--- src/rtl/bin2bcd_seq.sv ---
// bin2bcd_seq
// Sequential binary-to-BCD converter (shift-and-add-3 / double-dabble),
// one input bit per clock, with a start/ready/done handshake, overflow
// saturation to all nines and a leading-zero blanking mask.
//
// Ports:
//   clk      - system clock, rising edge active
//   rst_n    - asynchronous active-low reset
//   start    - conversion request, honoured only while ready=1
//   bin      - unsigned binary input, captured on the accepting edge
//   ready    - idle and able to accept start
//   done     - one-cycle pulse announcing a new result
//   bcd      - packed BCD result, digit 0 in bits [3:0]
//   overflow - last converted value did not fit in DIGITS digits
//   blank    - bit k set when digit k and all higher digits are zero
module bin2bcd_seq #(
  parameter int BIN_W  = 12,
  parameter int DIGITS = 4
) (
  input  logic                  clk,
  input  logic                  rst_n,
  input  logic                  start,
  input  logic [BIN_W-1:0]      bin,
  output logic                  ready,
  output logic                  done,
  output logic [4*DIGITS-1:0]   bcd,
  output logic                  overflow,
  output logic [DIGITS-1:0]     blank
);

  localparam int CNT_W = (BIN_W > 1) ? $clog2(BIN_W) : 1;
  localparam logic [4*DIGITS-1:0] NINES = {DIGITS{4'h9}};

  typedef enum logic [1:0] {
    S_IDLE,
    S_CONV,
    S_DONE
  } state_t;

  state_t              state_q, state_d;
  logic [BIN_W-1:0]    shift_q, shift_d;
  logic [4*DIGITS-1:0] dig_q, dig_d;
  logic                carry_q, carry_d;
  logic [CNT_W-1:0]    cnt_q, cnt_d;
  logic [4*DIGITS-1:0] bcd_q, bcd_d;
  logic                ovf_q, ovf_d;
  logic [DIGITS-1:0]   blank_q, blank_d;
  logic                done_q, done_d;

  logic [4*DIGITS-1:0] adjusted;
  logic                shifted_out;
  logic [4*DIGITS-1:0] result;
  logic [DIGITS-1:0]   result_blank;
  logic                zero_above;

  always_ff @(posedge clk or negedge rst_n) begin
    if (!rst_n) begin
      state_q <= S_IDLE;
      shift_q <= '0;
      dig_q   <= '0;
      carry_q <= 1'b0;
      cnt_q   <= '0;
      bcd_q   <= '0;
      ovf_q   <= 1'b0;
      blank_q <= '0;
      done_q  <= 1'b0;
    end else begin
      state_q <= state_d;
      shift_q <= shift_d;
      dig_q   <= dig_d;
      carry_q <= carry_d;
      cnt_q   <= cnt_d;
      bcd_q   <= bcd_d;
      ovf_q   <= ovf_d;
      blank_q <= blank_d;
      done_q  <= done_d;
    end
  end

  always_comb begin
    state_d      = state_q;
    shift_d      = shift_q;
    dig_d        = dig_q;
    carry_d      = carry_q;
    cnt_d        = cnt_q;
    bcd_d        = bcd_q;
    ovf_d        = ovf_q;
    blank_d      = blank_q;
    done_d       = 1'b0;
    shifted_out  = 1'b0;
    zero_above   = 1'b1;
    result_blank = '0;

    // Any digit of 5 or more would become 10 or more after doubling, so it
    // is pre-biased by 3 to make the doubled value carry into the next digit.
    adjusted = dig_q;
    for (int k = 0; k < DIGITS; k++) begin
      if (adjusted[4*k +: 4] > 4'd4) begin
        adjusted[4*k +: 4] = adjusted[4*k +: 4] + 4'd3;
      end
    end

    // A bit ever leaving the top digit means the value needs more digits
    // than we have, so the result saturates.
    result = carry_q ? NINES : dig_q;

    // Blanking walks down from the top digit; bit 0 stays clear so that a
    // zero value still shows a single 0.
    for (int k = DIGITS - 1; k >= 1; k--) begin
      zero_above      = zero_above & (result[4*k +: 4] == 4'd0);
      result_blank[k] = zero_above;
    end

    case (state_q)
      S_IDLE: begin
        if (start) begin
          shift_d = bin;
          dig_d   = '0;
          carry_d = 1'b0;
          cnt_d   = CNT_W'(BIN_W - 1);
          state_d = S_CONV;
        end
      end
      S_CONV: begin
        {shifted_out, dig_d, shift_d} = {adjusted, shift_q, 1'b0};
        carry_d = carry_q | shifted_out;
        cnt_d   = cnt_q - CNT_W'(1);
        if (cnt_q == '0) begin
          state_d = S_DONE;
        end
      end
      S_DONE: begin
        bcd_d   = result;
        ovf_d   = carry_q;
        blank_d = result_blank;
        done_d  = 1'b1;
        state_d = S_IDLE;
      end
      default: begin
        state_d = S_IDLE;
      end
    endcase
  end

  assign ready    = (state_q == S_IDLE);
  assign done     = done_q;
  assign bcd      = bcd_q;
  assign overflow = ovf_q;
  assign blank    = blank_q;

endmodule

--- config.mk ---
export PLATFORM = sky130hd
export DESIGN_NAME = bin2bcd_seq
export DESIGN_NICKNAME = d
export VERILOG_FILES = /design/src/rtl/bin2bcd_seq.sv
export SDC_FILE = /design/constraint.sdc
export NUM_CORES = 1
export LEC_CHECK = 0
export BUFFER_PORTS_ARGS = -buffer_cell sky130_fd_sc_hd__buf_2
export CAP_MARGIN = 30
export CORE_MARGIN = 1
export CORE_UTILIZATION = 50
export CTS_CLUSTER_DIAMETER = 80
export DETAILED_ROUTE_END_ITERATION = 7
export PLACE_DENSITY = 0.77
export SLEW_MARGIN = 10
export SYNTH_ARGS = -nofsm -noshare
export SYNTH_HDL_FRONTEND = slang
export SYNTH_SLANG_ARGS = --single-unit
export TNS_END_PERCENT = 50
--- constraint.sdc ---
create_clock -name clk -period 1.6 [get_ports clk]
set_input_delay 0 -clock clk [delete_from_list [all_inputs] [get_ports clk]]
set_output_delay 0 -clock clk [all_outputs]
set_load 0.03 [all_outputs]
# --- Yosys cells after proc, flatten, opt, wreduce, memory -nomap -nowiden ---
# Cells that the tools add are included.
word_totals:
  register_bits: 56
classes:
  n_addsub: 5
  n_lt_le_gt_ge: 4
  n_eq_ne: 4
  mux: 17
  n_bitwise: 3
  n_reduce_logical: 8
ops:
  columns: ["operator", "n"]
  rows:
  - ["$mux 16", 2]
  - ["$pmux 16 s2", 1]
  - ["$pmux 12 s2", 1]
  - ["$mux 4", 5]
  - ["$add 4x2->4 const B", 4]
  - ["$gt 4x3->1 const B", 4]
  - ["$logic_not 4->1", 4]
  - ["$mux 12", 1]
  - ["$pmux 4 s2", 1]
  - ["$mux 2", 2]
  - ["$ne 2x2->1 const B", 2]
  - ["$pmux 2 s2", 1]
  - ["$reduce_and 2->1", 2]
  - ["$sub 4x1->4 const B", 1]
  - ["$and 1x1->1", 2]
  - ["$eq 2x1->1 const B", 1]
  - ["$eq 2x2->1 const B", 1]
  - ["$logic_not 2->1", 1]
  - ["$mux 1", 2]
  - ["$pmux 1 s2", 1]
  - ["$reduce_bool 2->1", 1]
  - ["$or 1x1->1", 1]

# --- Depth between registers and ports, before layout ---
# Gate-level depths: netlist (run 1).
logic_depth:
  ltp_word: 4
  ltp_mapped: 6
  depth_no_buf: 5

# --- Worst setup path before layout (run 1) ---
# Ideal clock, no wire load.
synth_path:
  kind: "register to register"
  startpoint: "register dig_q[8]"
  endpoint: "register dig_q[10]"
  setup_ns: 0.122
  arrival_ns: 1.309
  required_time_ns: 1.478
  setup_slack_ns: 0.169
  path_stages_with_launch: 6
  period_less_slack_ns: 1.431
  cell_sequence: "dfrtp_1 inv_1 ha_1 nor2b_4 or3_1 a32o_1"
synth_via:
  elab_chain_cells: 3
synth_lines:
  columns: ["element", "line_no", "source"]
  rows:
  - ["from (decl)", "42", "logic [4*DIGITS-1:0] dig_q, dig_d;"]
  - ["from (signal assigned)", "70", "dig_q <= dig_d;"]
  - ["$add 4x2->4 / $gt 4x3->1 (equally long branches)", "99, 98", null]
  - ["$mux 4 (*)", "98", "if (adjusted[4*k +: 4] > 4'd4) begin"]
  - ["$pmux 16 s2 (*)", "114", "case (state_q)"]
# Mark *: on every way between the ends. The rest lies on a longest branch, timed or not.
# A chain may end at the register's enable or synchronous reset.

# --- Final worst setup path (run 1) ---
layout_path:
  startpoint: "register state_q[0]"
  endpoint: "register dig_q[2]"
layout_via:
  elab_chain_cells: 3
layout_lines:
  columns: ["element", "line_no", "source"]
  rows:
  - ["from (decl)", "40", "state_t state_q, state_d;"]
  - ["from (signal assigned)", "68", "state_q <= state_d;"]
  - ["$eq 2x1->1 / $logic_not 2->1 (equally long branches)", "114", null]
  - ["$reduce_bool 2->1 (no source line) / $ne 2x2->1 (equally long branches)", null, null]
  - ["$reduce_and 2->1 (no source line)", null, null]
# Parallel ways exist; a longest one is shown, timed or not.

==> results of run 1 <==
-- sequential cells by signal, indices dropped and copies added, names as in the netlist --
name,count
blank,3
shift_q,12
bcd,16
done,1
cnt_q,4
dig_q,16
overflow,1
carry_q,1
state_q,2
-- repair_timing --
item,4_1_cts,5_1_grt
hold endpoints to repair,29,0
resized for setup,0,3
hold buffers,4,0
setup endpoints to repair,0,3
-- cell usage in the layout (no fill, tap or decap), types with 2 or more instances in the layout --
master         synthesis  layout
a21oi_1                9       9
a22oi_1                3       3
a31oi_1                2       2
a32o_1                 8       8
and3b_1                8       8
buf_12                 0       2
buf_2                  9      36
buf_4                  5       9
clkbuf_8               0       6
dfrtp_1               56      56
dlygate4sd3_1          0       4
ha_1                   6       3
ha_2                   0       3
inv_1                 13      13
mux2i_1                5       5
nand2_1               38      38
nand2b_1               5       5
nor2_1                16      16
nor2b_4                4       4
nor3_1                 7       7
o21a_1                 4       4
o21ai_0               35      35
o21ai_1                4       4
o22ai_1                3       3
o31ai_1                8       8
o32ai_2                4       4
or2b_1                 2       2
or3_1                  4       4
-- final timing paths --
check	start	to	slack, ns
worst min register to register	overflow	overflow	0.48
worst max-delay path	state_q[0]	dig_q[2]	0.05
worst min-delay path	bin[0]	shift_q[0]	0.07
min in group asynchronous	rst_n	bcd[15]	0.23
worst max register to register	state_q[0]	dig_q[2]	0.05
max in group asynchronous	rst_n	dig_q[1]	0.80
-- metal layers --
layer / vias to the layer above / global-route usage, % / share of wire, %
li1: 1052 / - / -
met1: 1013 / 24.3 / 47
met2: 42 / 33.0 / 48
met3: 2 / 4.64 / 3.9
met4: 0 / 4.81 / 0.28
met5: - / 0 / 0
-- kinds of logic (layout without fill, tap and decap cells) --
kind of cell / Yosys count / after routing / share of synthesized area [%]
AOI/OAI and AO/OA: 85 / 85 / 21.1
adders and majority gates: 6 / 6 / 2.67
buffers and inverters: 33 / 72 / 6.69
DFF: 56 / 56 / 49.9
muxes: 5 / 5 / 1.78
other: 1 / 1 / 0.134
and+or+nand+nor: 91 / 91 / 17.7
-- critical path: stages, from the launching register on --
cell and delay [ns]:
dfrtp_1 0.49, nor2b_1 0.72, a32o_1 0.28
-- power breakdown --
part | leakage (nW) | switching (mW) | total (mW) | internal, mW
sequential | 0.722 | 0.487 | 2.44 | 1.95
combinational | 0.785 | 1.68 | 3.05 | 1.37
clock | 0.0445 | 0.448 | 0.801 | 0.353
total | 1.55 | 2.61 | 6.29 | 3.68
-- final cells by class --
| type | instances | area share, % |
|---|---|---|
| clock buffers | 7 | 2.71 |
| multi-input cells | 188 | 38.5 |
| inverters | 13 | 1.53 |
| clock inverters | 1 | 0.236 |
| well taps | 70 | 2.75 |
| flip-flops and latches | 56 | 44.0 |
| repair buffers | 51 | 10.3 |
==> results.py, run 1 <==
metrics = {
    "critical_path": {
        "rr_worst_depth": 2,
        "critical_path_arrival_ns": 1.79,
        "cp_data_required_time_ns": 1.84,
        "start_kind": "flip-flop",
        "cp_max_fo": 10,
        "critPathKind": "reg2reg",
        "crit_path_end_kind": "flip-flop",
    },
    "global_routing": {
        "antenna_found_initial": 0,
        "grt_overflow": 0,
        "grt_pass1_vias": 1991,
        "grt_pass1_wl_um": 9070,
        "grt.total_usage_pct": 19.3,
        "grt_max_degree": 41,
    },
    "route": {
        "ant_nets": 0,
        "via_per_inst": 5.46,
        "dr.pass1.iters": 4,
        "drtIter0Drc": 122,
        "wire_per_inst_um": 13.7,
        "num_vias": 2109,
        "drc_errors": 0,
        "wl_um": 5290,
    },
    "synthesis": {
        "synth_top_area_share_pct": 49.9,
        "synth-edff-count": 0,
        "synth_top_area_cell": "dfrtp_1",
        "yosysMostFrequentCell": "dfrtp_1",
        "yosys_warnings": 0,
        "seq_area_frac_synth_pct": 49.9,
        "ys_types": 40,
        "syn_nets": 298,
        "synth_area_mm2": 0.00281,
        "synthTopCellsByArea": "dfrtp_1, o21ai_0, nand2_1",
        "synth_ff_type": "dfrtp_1",
        "synth.avg_cell_area_um2": 10.1,
        "synth-seq-cells": 56,
        "synthCells": 277,
        "synth-async-reset-ratio_pct": 100,
        "synth_top_cells_by_count": "dfrtp_1, nand2_1, o21ai_0, nor2_1, inv_1",
    },
    "finish": {
        "antennaDiodeCount": 0,
        "regArea_mm2": 0.00140,
        "fin_nets": 336,
        "final_util_pct": 60.4,
        "fillers": 475,
        "syn_to_final_growth_pct": 13.5,
        "layout-drive-gt1-share_pct": 22.2,
        "fin_area_mm2": 0.00318,
        "multi_input_area_mm2": 0.00122,
        "stdcell_count": 386,
    },
    "sta": {
        "fin_crit_sh_pct": 97.1,
        "setup_viol": 0,
        "grt_setup_unrepaired": "no",
        "min_period_ns": 1.55,
        "setup_tns_ns": 0,
        "clock.fmax_mhz": 644,
        "hold_viol": 0,
        "slew_viol_final": 0,
        "worst_pin_slew_ns": 0.841,
        "timing.hold.ws_ns": 0.0658,
        "finClkSkew_ns": 0.00746,
        "fin_ws_ns": 0.0468,
        "slew_headroom_pct": 43.8,
    },
    "pwr": {
        "p_per_area_mw_per_mm2": 1980,
        "ir_drop_mv": 1.28,
        "power_mw": 6.29,
        "power_leakage_nw": 1.55,
    },
    "clock_tree": {
        "cts_root_buffer": "clkbuf_8",
        "cts_tree": "built",
        "path_clk_slew_ns": 0.10,
        "cts.path.max_buffers": 2,
        "postCtsSetupBuffers": 0,
        "htreeDepth": 2,
        "clock-sinks": 56,
        "numCtsBuffers": 5,
        "clock_latency_ns": 0.30,
    },
    "placed_design": {
        "placed_cells": 374,
        "place_ws_ns": 0.0644,
        "place.gp.congestion": 0.783,
        "dp_hpwl_um": 3570,
        "port_buffers": 36,
        "dpl_cell_area_mm2": 0.00304,
    },
    "floorplan": {
        "die_y_um": 76.9,
        "floorplan.rows": 26,
        "core_area_mm2": 0.00527,
        "start_util_pct": 53.3,
        "die-width_um": 76.9,
        "die-area_mm2": 0.00592,
        "ios": 38,
    },
    "worst_hold_path": {
        "holdPathStages": 4,
        "hold_path.class": "in2reg",
    },
    "run": {
        "drv_cap": 0,
    },
    "outcome": {
        "status": "finished clean",
    },
}
Note: power is estimated with default switching activity, not from simulation.
==> run 2: changes to the inputs <==
Settings changed: ABC_AREA set to 1, CTS_CLUSTER_DIAMETER 80 to 50.
==> results.py, run 2 <==
metrics = {
    "finish": {
        "mostFrequentLayoutCell": "nand2_1",
        "syn_to_final_growth_pct": 19.4,
        "antennaDiodeCount": 0,
        "layout-drive-gt1-share_pct": 17.6,
        "layout_common_cells": "nand2_1, dfrtp_1, nor2_1, buf_2, inv_1",
        "fin_nets": 389,
        "final_util_pct": 61.7,
    },
    "outcome": {
        "status": "finished clean",
    },
    "clock_tree": {
        "cts.path.max_buffers": 2,
        "numCtsBuffers": 5,
        "cts_tree": "built",
        "htreeDepth": 2,
        "path_clk_slew_ns": 0.10,
        "clock-sinks": 56,
        "clock_latency_ns": 0.31,
        "cts_root_buffer": "clkbuf_8",
    },
    "critical_path": {
        "cp_data_required_time_ns": 1.83,
        "crit_path_end_kind": "flip-flop",
        "crit_path_max_incr_delay_ns": 0.39,
        "cp_top_family": "buffers and inverters",
        "critical_path_arrival_ns": 1.60,
        "cp_cell_sequence": "inv_1 -> nand2_2 -> inv_2 -> buf_12 -> nor2_1 -> o21ai_1",
        "start_kind": "flip-flop",
        "critPathKind": "reg2reg",
        "slowest_stage": "dfrtp_1",
        "cp.buffers_inverters": 3,
        "cp_max_fo": 17,
    },
    "pwr": {
        "p_seq_share_pct": 38.9,
        "clkPwrFrac_pct": 15.8,
        "power_switching_mw": 2.70,
        "p_int_mw": 3.47,
        "power_leakage_nw": 1.61,
        "p_comb_share_pct": 45.3,
        "ir_drop_mv": 1.18,
        "switching_share_pct": 43.7,
        "p_per_area_mw_per_mm2": 1960,
    },
    "synthesis": {
        "synthAdderAreaFrac_pct": 2.84,
        "synth_top_family_by_area": "simple AND/OR/NAND/NOR gates",
        "synthTopCellsByArea": "dfrtp_1, nand2_1, nor2_1",
        "synthSimpleGateAreaFrac_pct": 24.8,
        "synth_ff_type": "dfrtp_1",
        "synth_top_area_share_pct": 53.1,
        "seq_area_frac_synth_pct": 53.1,
        "syn_nets": 339,
        "synth_compound_area_share_pct": 12.0,
        "synth_top_cells_by_count": "nand2_1, dfrtp_1, nor2_1, inv_1, nand3_1",
        "yosysMostFrequentCell": "nand2_1",
        "synth-async-reset-ratio_pct": 100,
        "synth-edff-count": 0,
        "synth-seq-cells": 56,
        "synth_xor_area_share_pct": 0,
        "synth_area_mm2": 0.00264,
        "yosys-mux-area-fraction_pct": 0,
        "ys_types": 25,
        "synthCells": 318,
        "synth.avg_cell_area_um2": 8.30,
        "synth_top_area_cell": "dfrtp_1",
        "yosys_warnings": 0,
    },
    "placed_design": {
        "place.gp.congestion": 0.766,
        "place_ws_ns": 0.241,
        "dp_hpwl_um": 3670,
        "port_buffers": 36,
    },
    "global_routing": {
        "grt_overflow": 0,
        "met1_usage_pct": 27.8,
        "antenna_found_initial": 0,
        "grt_busiest_layer": "met2",
        "met2_usage_pct": 35.9,
        "grt_pass1_wl_um": 8950,
        "use_met3_pct": 3.75,
        "grt.total_usage_pct": 21.2,
        "grt_max_degree": 35,
        "grt_pass1_vias": 2045,
    },
    "route": {
        "wl_um": 5350,
        "wire_per_inst_um": 12.2,
        "via_per_inst": 5.09,
        "dr.pass1.iters": 4,
        "ant_nets": 0,
        "drtIter0Drc": 168,
        "num_vias": 2236,
        "drc_errors": 0,
    },
    "sta": {
        "setup_tns_ns": 0,
        "finClkSkew_ns": 0.00920,
        "setup_viol": 0,
        "min_period_ns": 1.37,
        "clock.fmax_mhz": 727,
        "slew_headroom_pct": 64.6,
        "fin_ws_ns": 0.225,
        "fin_crit_sh_pct": 85.9,
        "timing.hold.ws_ns": 0.0851,
        "slew_viol_final": 0,
        "grt_setup_unrepaired": "no",
        "hold_viol": 0,
        "worst_pin_slew_ns": 0.530,
    },
    "floorplan": {
        "die-area_mm2": 0.00557,
        "floorplan.rows": 26,
        "ios": 38,
        "start_util_pct": 51.7,
        "die_y_um": 74.7,
        "die-width_um": 74.7,
        "core_area_mm2": 0.00511,
    },
    "run": {
        "drv_cap": 0,
    },
    "worst_hold_path": {
        "hold_path.class": "in2reg",
    },
}
run 2: layout make-up:
cell class	instances	area [um2]
Multi-Input combinational cell	220	1050
Tap cell	70	87.6
Fill cell	464	1950
Clock inverter	2	38.8
Sequential cell	56	1400
Inverter	32	125
Clock buffer	6	82.6
Timing Repair Buffer	53	365
run 2: power by group through the flow:
stage | sequential, mW | clock [mW] | combinational [mW]
after floorplan | 2.62 | 0 | 1.87
after global placement | 2.40 | 0 | 2.68
after detailed placement | 2.42 | 0 | 2.77
after CTS | 2.40 | 0.986 | 2.81
after global routing | 2.47 | 1.04 | 3.23
final | 2.40 | 0.975 | 2.79
run 2: path summary, 6_finish.rpt:
kind                            slack, ns     endpoint  depth (start not counted)  startpoint
worst max-delay path                 0.23  shift_q[11]                          6  state_q[1]
worst max register to register       0.23  shift_q[11]                          6  state_q[1]
worst min register to register       0.49       bcd[6]                          2      bcd[6]
worst min-delay path                 0.09   shift_q[0]                          5       start
max in group asynchronous            0.84     dig_q[3]                          3       rst_n
min in group asynchronous            0.19         done                          2       rst_n
run 2: through the flow:
stage               std cells  power [mW]  cell area (um2)
global placement          418        5.09             2900
finish                    439        6.17             3150
CTS                       439        6.19             3150
detailed placement        418        5.19             2900
floorplan                 318        4.49             2640
global route              439        6.73             3150
run 2: what timing repair did:
item                      CTS  global route
resized for setup           0             0
hold endpoints to repair   34             0
hold buffers               13             0
buffers inserted            0             0
run 2: tightest hold or removal path: stages:
cell	delay (ns)
buf_2	0.10
nand2_1	0.08
nor2_1	0.07
nand2_1	0.06
nand2_1	0.05
run 2: cells by family after synthesis:
family | Yosys count
simple gates | 157
other cells | 1
fa+ha+maj | 6
buf+inv | 42
compound gates | 56
flops | 56
run 2: routing by layer:
metal | vias up | part of all wire (%)
li1 | 1120 | -
met1 | 1031 | 47
met5 | - | 0
met4 | 0 | 0.92
met3 | 7 | 6.0
met2 | 78 | 46
==> run 3: changes to the inputs <==
==> constraint.sdc (replaced) <==
create_clock -name clk -period 1.6 [get_ports clk]
set_input_delay 0.32 -clock clk [delete_from_list [all_inputs] [get_ports clk]]
set_output_delay 0.32 -clock clk [all_outputs]
set_load 0.03 [all_outputs]
==> results.py, run 3 (synthesized netlist as in run 2, its figures left out) <==
metrics = {
    "sta": {
        "grt_setup_unrepaired": "no",
        "finClkSkew_ns": 0.00424,
        "setup_viol": 0,
        "setup_tns_ns": 0,
        "fin_crit_sh_pct": 90.2,
        "timing.hold.ws_ns": 0.206,
        "clock.fmax_mhz": 693,
        "hold_viol": 0,
        "min_period_ns": 1.44,
        "slew_viol_final": 0,
    },
    "floorplan": {
        "floorplan.rows": 26,
        "die-width_um": 74.7,
        "start_util_pct": 51.7,
        "ios": 38,
        "die_y_um": 74.7,
        "die-area_mm2": 0.00557,
        "core_area_mm2": 0.00511,
    },
    "finish": {
        "fillers": 486,
        "multi_input_area_mm2": 0.00105,
        "fin_nets": 378,
        "regArea_mm2": 0.00140,
        "layout_common_cells": "nand2_1, dfrtp_1, nor2_1, buf_2, inv_1",
        "antennaDiodeCount": 0,
        "fin_area_mm2": 0.00302,
        "layout-drive-gt1-share_pct": 18.4,
        "mostFrequentLayoutCell": "nand2_1",
        "syn_to_final_growth_pct": 14.3,
    },
    "critical_path": {
        "crit_path_end_kind": "output pin",
        "cp_data_required_time_ns": 1.28,
        "critical_path_arrival_ns": 1.12,
        "start_kind": "flip-flop",
        "critPathKind": "reg2out",
        "cp_max_fo": 5,
    },
    "clock_tree": {
        "path_clk_slew_ns": 0.09,
        "htreeDepth": 2,
        "cts_root_buffer": "clkbuf_8",
        "postCtsSetupBuffers": 0,
        "cts_tree": "built",
        "numCtsBuffers": 5,
        "cts.path.max_buffers": 2,
        "clock_latency_ns": 0.31,
        "clock-sinks": 56,
    },
    "outcome": {
        "status": "finished clean",
    },
    "placed_design": {
        "dpl_cell_area_mm2": 0.00290,
        "dp_hpwl_um": 3730,
        "place.gp.congestion": 0.856,
        "port_buffers": 36,
    },
    "route": {
        "drtIter0Drc": 132,
        "dr.pass1.iters": 5,
        "via_per_inst": 5.01,
        "wire_per_inst_um": 12.0,
        "ant_nets": 0,
        "wl_um": 5130,
        "drc_errors": 0,
        "num_vias": 2145,
    },
    "global_routing": {
        "grt_max_degree": 37,
        "antenna_found_initial": 0,
        "grt_pass1_wl_um": 8940,
        "grt.total_usage_pct": 21.3,
        "grt_overflow": 0,
        "grt_pass1_vias": 2005,
    },
    "run": {
        "drv_cap": 0,
    },
    "pwr": {
        "power_mw": 6.06,
        "p_per_area_mw_per_mm2": 2010,
        "ir_drop_mv": 0.887,
        "power_leakage_nw": 1.55,
    },
    "worst_hold_path": {
        "hold_path.class": "in2reg",
    },
}
## run 3: cell types whose count changed in the layout (fill, tap and decap cells not counted), sizes merged
cell         previous run  this run
buf                    40        41
clkbuf                  6         5
clkinvlp                0         1
dlygate4sd3            13         1
## run 3: worst paths after layout
kind / from / to / slack [ns] / depth (start not counted)
worst max-delay path: state_q[0] / ready / 0.16 / 2
worst max register to register: state_q[1] / cnt_q[3] / 0.24 / 7
max in group asynchronous: rst_n / cnt_q[0] / 0.56 / 3
min in group asynchronous: rst_n / bcd[2] / 0.49 / 2
worst min register to register: shift_q[0] / shift_q[0] / 0.48 / 2
worst min-delay path: bin[0] / shift_q[0] / 0.21 / 3
## run 3: final cells by class
| class | count | area share [%] |
|---|---|---|
| Clock buffer | 5 | 2.28 |
| Clock inverter | 3 | 1.41 |
| Inverter | 32 | 4.15 |
| Multi-Input combinational cell | 220 | 34.9 |
| Sequential cell | 56 | 46.4 |
| Tap cell | 70 | 2.90 |
| Timing Repair Buffer | 42 | 7.96 |
## run 3: critical path: stages, from the launching register on
cell and delay (ns):
dfrtp_1 0.46, nor2_1 0.14, buf_2 0.22
## run 3: report_power, final
part	internal, mW	switching, mW
logic	0.932	1.81
registers	1.99	0.412
clock network	0.463	0.449
total	3.39	2.67
## run 3: repair_timing
action	4_1_cts	5_1_grt
setup endpoints to repair	0	0
hold buffers	1	0
endpoints found under the hold margin	20	0
resized for setup	0	0
## run 3: through the flow
stage               std cells  utilization [%]  worst slack [ns]
floorplan                 318                -             0.428
global placement          419             56.7             0.321
detailed placement        419             56.7             0.269
CTS                       428             59.1             0.151
global route              428             59.1             0.109
finish                    428             59.1             0.157
## run 3: layer usage
metal | global-route usage, % | share of wire (%) | vias up | routed length (um)
li1 | - | - | 1090 | -
met1 | 28.3 | 49 | 983 | 2540
met2 | 35.5 | 45 | 64 | 2310
met3 | 4.28 | 4.2 | 8 | 218
met4 | 6.50 | 1.4 | 0 | 70
met5 | 0 | 0 | - | 0
